--- config.mk ---
export PLATFORM = sky130hd
export DESIGN_NAME = temp_register_file
export DESIGN_NICKNAME = d
export VERILOG_FILES = /design/src/rtl/temp_register_file.sv
export SDC_FILE = /design/constraint.sdc
export NUM_CORES = 1
export LEC_CHECK = 0
export CAP_MARGIN = 20
export CORE_ASPECT_RATIO = 0.6
export CORE_MARGIN = 8
export CORE_UTILIZATION = 50
export DETAILED_ROUTE_END_ITERATION = 8
export PLACE_DENSITY = 0.72
export SLEW_MARGIN = 20
export SYNTH_ARGS = -nofsm -noshare
export SYNTH_HDL_FRONTEND = slang
export SYNTH_SLANG_ARGS = --single-unit
--- constraint.sdc ---
create_clock -name clk -period 3.05 [get_ports clk]
set_input_delay 0.915 -clock clk [delete_from_list [all_inputs] [get_ports clk]]
set_output_delay 0.915 -clock clk [all_outputs]
set_load 0.01 [all_outputs]
--- src/rtl/temp_register_file.sv ---
// Multi-beat, multi-entry temporary register file: assembles WORD_WIDTH words from BUS_WIDTH beats
// (LS beat first) and commits them into DEPTH entries. Optional write-to-read bypass: TEMP_REG_BYPASS_EN.
module temp_register_file #(
  parameter int BUS_WIDTH  = 4,
  parameter int WORD_WIDTH = 8,
  parameter int DEPTH      = 4
) (
  input  logic                      clk,
  input  logic                      rst,
  input  logic [BUS_WIDTH-1:0]      data_bus,
  input  logic                      temp_register_enable,
  input  logic [$clog2(DEPTH)-1:0]  wr_addr,
  input  logic                      load_abort,
  input  logic [$clog2(DEPTH)-1:0]  rd_addr,
  output logic [WORD_WIDTH-1:0]     B,
  output logic                      busy,
  output logic                      done,
  output logic [DEPTH-1:0]          valid
);

  localparam int BEATS = WORD_WIDTH / BUS_WIDTH;
  localparam int AW    = $clog2(DEPTH);
  localparam int CW    = (BEATS > 1) ? $clog2(BEATS) : 1;

  typedef enum logic {IDLE, COLLECT} state_t;

  state_t                state_reg, state_next;
  logic [CW-1:0]         count_reg, count_next;
  logic [WORD_WIDTH-1:0] asm_reg, asm_next;
  logic [AW-1:0]         addr_reg, addr_next;
  logic [WORD_WIDTH-1:0] mem_reg [DEPTH];
  logic [DEPTH-1:0]      valid_reg;
  logic [WORD_WIDTH-1:0] b_reg;
  logic                  done_reg;

  logic [WORD_WIDTH-1:0] merged_word;
  logic [WORD_WIDTH-1:0] read_word;
  logic                  commit;
  logic [AW-1:0]         commit_addr;

  // Partial word with the current beat dropped into the slot selected by the beat counter.
  // In IDLE the counter is always 0, so this also forms the first beat (and the whole word when BEATS==1).
  genvar gi;
  generate
    for (gi = 0; gi < BEATS; gi++) begin : g_merge
      assign merged_word[gi*BUS_WIDTH +: BUS_WIDTH] =
        (count_reg == CW'(gi)) ? data_bus : asm_reg[gi*BUS_WIDTH +: BUS_WIDTH];
    end
  endgenerate

  always_comb begin
    state_next  = state_reg;
    count_next  = count_reg;
    asm_next    = asm_reg;
    addr_next   = addr_reg;
    commit      = 1'b0;
    commit_addr = addr_reg;
    case (state_reg)
      IDLE: begin
        if (temp_register_enable && !load_abort) begin
          asm_next    = merged_word;
          addr_next   = wr_addr;
          commit_addr = wr_addr;
          if (BEATS == 1) begin
            commit = 1'b1;
          end else begin
            count_next = CW'(1);
            state_next = COLLECT;
          end
        end
      end
      COLLECT: begin
        if (load_abort) begin
          count_next = '0;
          state_next = IDLE;
        end else if (temp_register_enable) begin
          asm_next = merged_word;
          if (count_reg == CW'(BEATS - 1)) begin
            commit     = 1'b1;
            count_next = '0;
            state_next = IDLE;
          end else begin
            count_next = count_reg + CW'(1);
          end
        end
      end
      default: begin
        count_next = '0;
        state_next = IDLE;
      end
    endcase
  end

  always_comb begin
    read_word = mem_reg[rd_addr];
`ifdef TEMP_REG_BYPASS_EN
    if (commit && (commit_addr == rd_addr)) begin
      read_word = merged_word;
    end
`endif
  end

  always_ff @(posedge clk) begin
    if (rst) begin
      state_reg <= IDLE;
      count_reg <= '0;
      asm_reg   <= '0;
      addr_reg  <= '0;
      valid_reg <= '0;
      b_reg     <= '0;
      done_reg  <= 1'b0;
      for (int i = 0; i < DEPTH; i++) begin
        mem_reg[i] <= '0;
      end
    end else begin
      state_reg <= state_next;
      count_reg <= count_next;
      asm_reg   <= asm_next;
      addr_reg  <= addr_next;
      b_reg     <= read_word;
      done_reg  <= commit;
      if (commit) begin
        mem_reg[commit_addr]   <= merged_word;
        valid_reg[commit_addr] <= 1'b1;
      end
    end
  end

  assign B     = b_reg;
  assign busy  = (state_reg == COLLECT);
  assign done  = done_reg;
  assign valid = valid_reg;

endmodule

==> flow_results.org <==
** Timing
- Headroom to the max-slew limit came out at between 60 and 70%.
- Hold slack final :: ~0.46 ns
- Sum of negative setup slack :: 0 ns
- The worst path uses 79.13% of the clock period.
- Post-layout min period :: around 2.4 ns
- Final Hold Violating Endpoints :: 0
- Setup violations remaining at the end of the flow were counted as 0.
- Clock skew on the completed layout was measured at between 0.006 and 0.007 ns.
- Number of max-slew violations in the final report :: 0
- Setup repair after global routing left no endpoint under its margin.
- Transition time of the tightest slew-check pin :: approximately 0.6 ns
- Once routing completed, OpenROAD measured the worst setup slack at roughly 0.64 ns.
- Highest attainable clock frequency :: roughly 410 MHz

** Detailed routing
- The detail route stage leaves a number of antenna-violating nets equal to 0.
- Dividing the detail-routed via count by the number of cells gives between 5 and 6.
- The pre-antenna-repair detailed-routing pass consisted of 4 iterations.
- Residual DRC :: 0
- Starting DRC count in detailed routing :: between 60 and 70
- Via count :: about 1,400
- Total routed wirelength :: about 4500 µm
- Average wire per cell in the routed design :: around 16 µm

** Clocking
- Count of instances resized after the clock tree is built :: 0
- No sink is reached through more buffers than the 2 on the longest clock path.
- Number of buffers inserted by post-CTS setup repair :: 0
- For this design, the CTS-stage hold fixing added 0 buffers.
- Clock-pin slew was measured on the worst setup and hold paths at roughly 0.060 ns.
- Sinks on the clock net :: 57
- The later pin in the worst-skew pair is clocked with a latency of between 0.3 and 0.4 ns.
- Root Driver :: sky130_fd_sc_hd__clkbuf_8
- H-tree level count :: 3
- CTS tree :: built
- Number of buffers inserted during clock tree synthesis :: 9

** Global route
- Via count of the first global-routing pass :: between 1,000 and 1,500
- Summed over all layers, the global routing overflow is 0.
- Across every metal layer, demand over resource in global routing totals between 10% and 20%.
- Wire length of the first global-routing pass :: 7355 µm
- Entering global routing, the biggest net connects 19 pins.
- Number of antenna violations at the first check in global routing :: 0

** Power
- Power spread over the standard cell area amounts to approximately 560 nW/µm².
- Worst supply voltage drop on vdd :: 0.3086 mV
- Leak Pwr :: roughly 1.1 nW

** Job
- Max Cap Violations :: 0

** Synthesis
- Of all cell types, the one taking the most synthesized area is sky130_fd_sc_hd__edfxtp_1.
- In this run, synthesis inferred 32 flip-flops with an integrated enable.
- Top area cells in the synthesized netlist :: sky130_fd_sc_hd__edfxtp_1 (41%), sky130_fd_sc_hd__dfxtp_1 (21%), sky130_fd_sc_hd__mux4_2 (7.7%), sky130_fd_sc_hd__nor2_1 (6.4%), sky130_fd_sc_hd__mux2i_1 (4.7%)
- Post-synthesis sequential area ratio :: 62.09%
- The number of different library cells used by synthesis comes to 23.
- Post-synthesis net count :: between 150 and 200
- Fraction of post-synthesis cell area in the top cell type by area :: roughly two fifths
- After technology mapping, the gate count stands at between 150 and 200.
- Async S/R FF share, synth :: 0%
- Area of the mapped netlist :: 2354 µm²
- During synthesis, Yosys emitted a total of 0 warnings.
- In this run, synthesis produced a sequential element count of 57.
- Top FF cell, synth :: sky130_fd_sc_hd__edfxtp_1
- Each instance of the synthesized netlist takes up on average 13.22 µm².

** Layout
- Max FFs per register :: 32
- The multi-input combinational cells in the finished layout cover a total of 795.8 µm².
- In the final design database the tool counted about 230 nets.
- The finished cells cover 2878 µm².
- Fraction of layout instances using a drive strength above 1 :: between 10% and 20%
- The library cells used most frequently in the layout, excluding fill and tap cells, are sky130_fd_sc_hd__nor2_1 (40), sky130_fd_sc_hd__edfxtp_1 (32), sky130_fd_sc_hd__dfxtp_1 (25), sky130_fd_sc_hd__clkdlybuf4s50_1 (25), sky130_fd_sc_hd__mux2i_1 (11).
- The sequential cells in the finished layout cover a total of 1461 µm².
- Number of fill cells :: 340
- Leaving out fill and tap cells, the most frequent cell in the layout is sky130_fd_sc_hd__nor2_1.
- The number of antenna diodes in the final layout is 0.
- From synthesis to final layout, the design area changed by 22.28%.

** Outcome
- The run finished with clean final reports.

** Floorplan
- The initialized floorplan defines 19 standard-cell rows.
- In this run the vertical extent of the chip is between 60 and 70 µm.
- Full die area :: 7230 µm²
- Area of the core :: between 4000 and 5000 µm²
- From left edge to right edge, the die measures 104.6 µm.
- Initial core utilization :: approximately 52%
- IO Count :: 26

** Setup path
- Delay of the slowest cell on the worst path :: between 0.5 and 0.6 ns
- Along the worst path, the maximum fanout reaches 8.
- The critical path is of the in2reg type.
- The worst setup path is launched from an input port.
- For the worst setup path, the data required time is 3.03 ns.
- STA classifies the critical path endpoint as a flip-flop.
- On the critical path, the stage with the largest delay is an instance of sky130_fd_sc_hd__clkdlybuf4s50_1.
- Data on the critical path arrives at its endpoint at between 2 and 2.5 ns.
- Traced cell by cell, the critical path runs through clkdlybuf4s50_1, and4b_1, nand3b_2, nand2b_1.

** Placed design
- The wire-length estimate of the detail-placed layout is 3273 µm.
- Pre-CTS WS :: ~0.32 ns
- At the end of routability-driven placement, the weighted congestion stood at slightly above 0.8.
- Area after DPL :: roughly 2700 µm²
- The count of buffers added on input and output ports is 25.

** Min path
- Hold crit path type :: reg2reg
## power breakdown
part           internal (mW)  switching [mW]  total, mW
registers              0.837          0.0154      0.852
logic                 0.0703          0.0540      0.124
clock network          0.372           0.273      0.645
total                   1.28           0.342       1.62
## cell usage after synthesis, types with 2 or more instances
master and number:
sky130_fd_sc_hd__nor2_1 40, sky130_fd_sc_hd__edfxtp_1 32, sky130_fd_sc_hd__dfxtp_1 25, sky130_fd_sc_hd__mux2i_1 11
sky130_fd_sc_hd__inv_1 10, sky130_fd_sc_hd__nand3b_1 9, sky130_fd_sc_hd__nor2b_1 9, sky130_fd_sc_hd__mux2_2 8
sky130_fd_sc_hd__mux4_2 8, sky130_fd_sc_hd__a21oi_1 4, sky130_fd_sc_hd__clkbuf_1 4, sky130_fd_sc_hd__a31oi_1 2
sky130_fd_sc_hd__buf_2 2, sky130_fd_sc_hd__nand2b_1 2, sky130_fd_sc_hd__nand3b_2 2, sky130_fd_sc_hd__nor3b_4 2
sky130_fd_sc_hd__o21ai_0 2
## per-layer routing
layer  part of all wire [%]  wire length, µm  up-vias  global-route usage (%)
met2                     47             2123       37                   20.41
met4                   0.99               45        0                   4.088
met1                     45             2058      694                   14.99
met3                    6.6              301        7                   7.050
met5                      0                0        -                       0
li1                       -                -      701                       -
## stage by stage
step | total power, mW | std cells | utilization (%)
6_report | 1.622 | 283 | 63.38
5_1_grt | 1.675 | 283 | 63.38
4_1_cts | 1.634 | 283 | 63.38
3_5_place_dp | 0.9942 | 267 | 59.44
3_3_place_gp | 0.9894 | 267 | 59.44
2_1_floorplan | 0.9373 | 178 | -
## kinds of logic (layout without fill, tap and decap cells)
logic type / after synthesis / count (layout) / share of synthesized area (%)
AND/OR/NAND/NOR: 65 / 65 / 15.15
buffers and inverters: 19 / 61 / 4.093
flip-flops: 57 / 57 / 62.09
multiplexers: 27 / 27 / 16.16
AO/OA/AOI/OAI: 10 / 10 / 2.499
## final cells by class
class,count,share of cell area [%]
Clock inverter,4,1.522
Tap cell,63,2.739
Inverter,10,1.304
Multi-Input combinational cell,102,27.65
Timing Repair Buffer,35,11.30
Clock buffer,12,4.696
Sequential cell,57,50.78
## path summary, 6_finish.rpt
check                       startpoint       endpoint  slack [ns]  cells after the start
hold reg to reg               valid[2]       valid[2]        0.46                      2
setup reg to reg             count_reg  mem_reg[1][5]        1.11                      3
hold / removal                valid[2]       valid[2]        0.46                      2
setup / recovery  temp_register_enable  mem_reg[1][5]        0.64                      4
## critical path: cells and delay by family
family	cells	cell delay (ns)
simple gates	3	0.88
buf+inv	1	0.59
No activity file was read; power rests on OpenSTA's default activity.
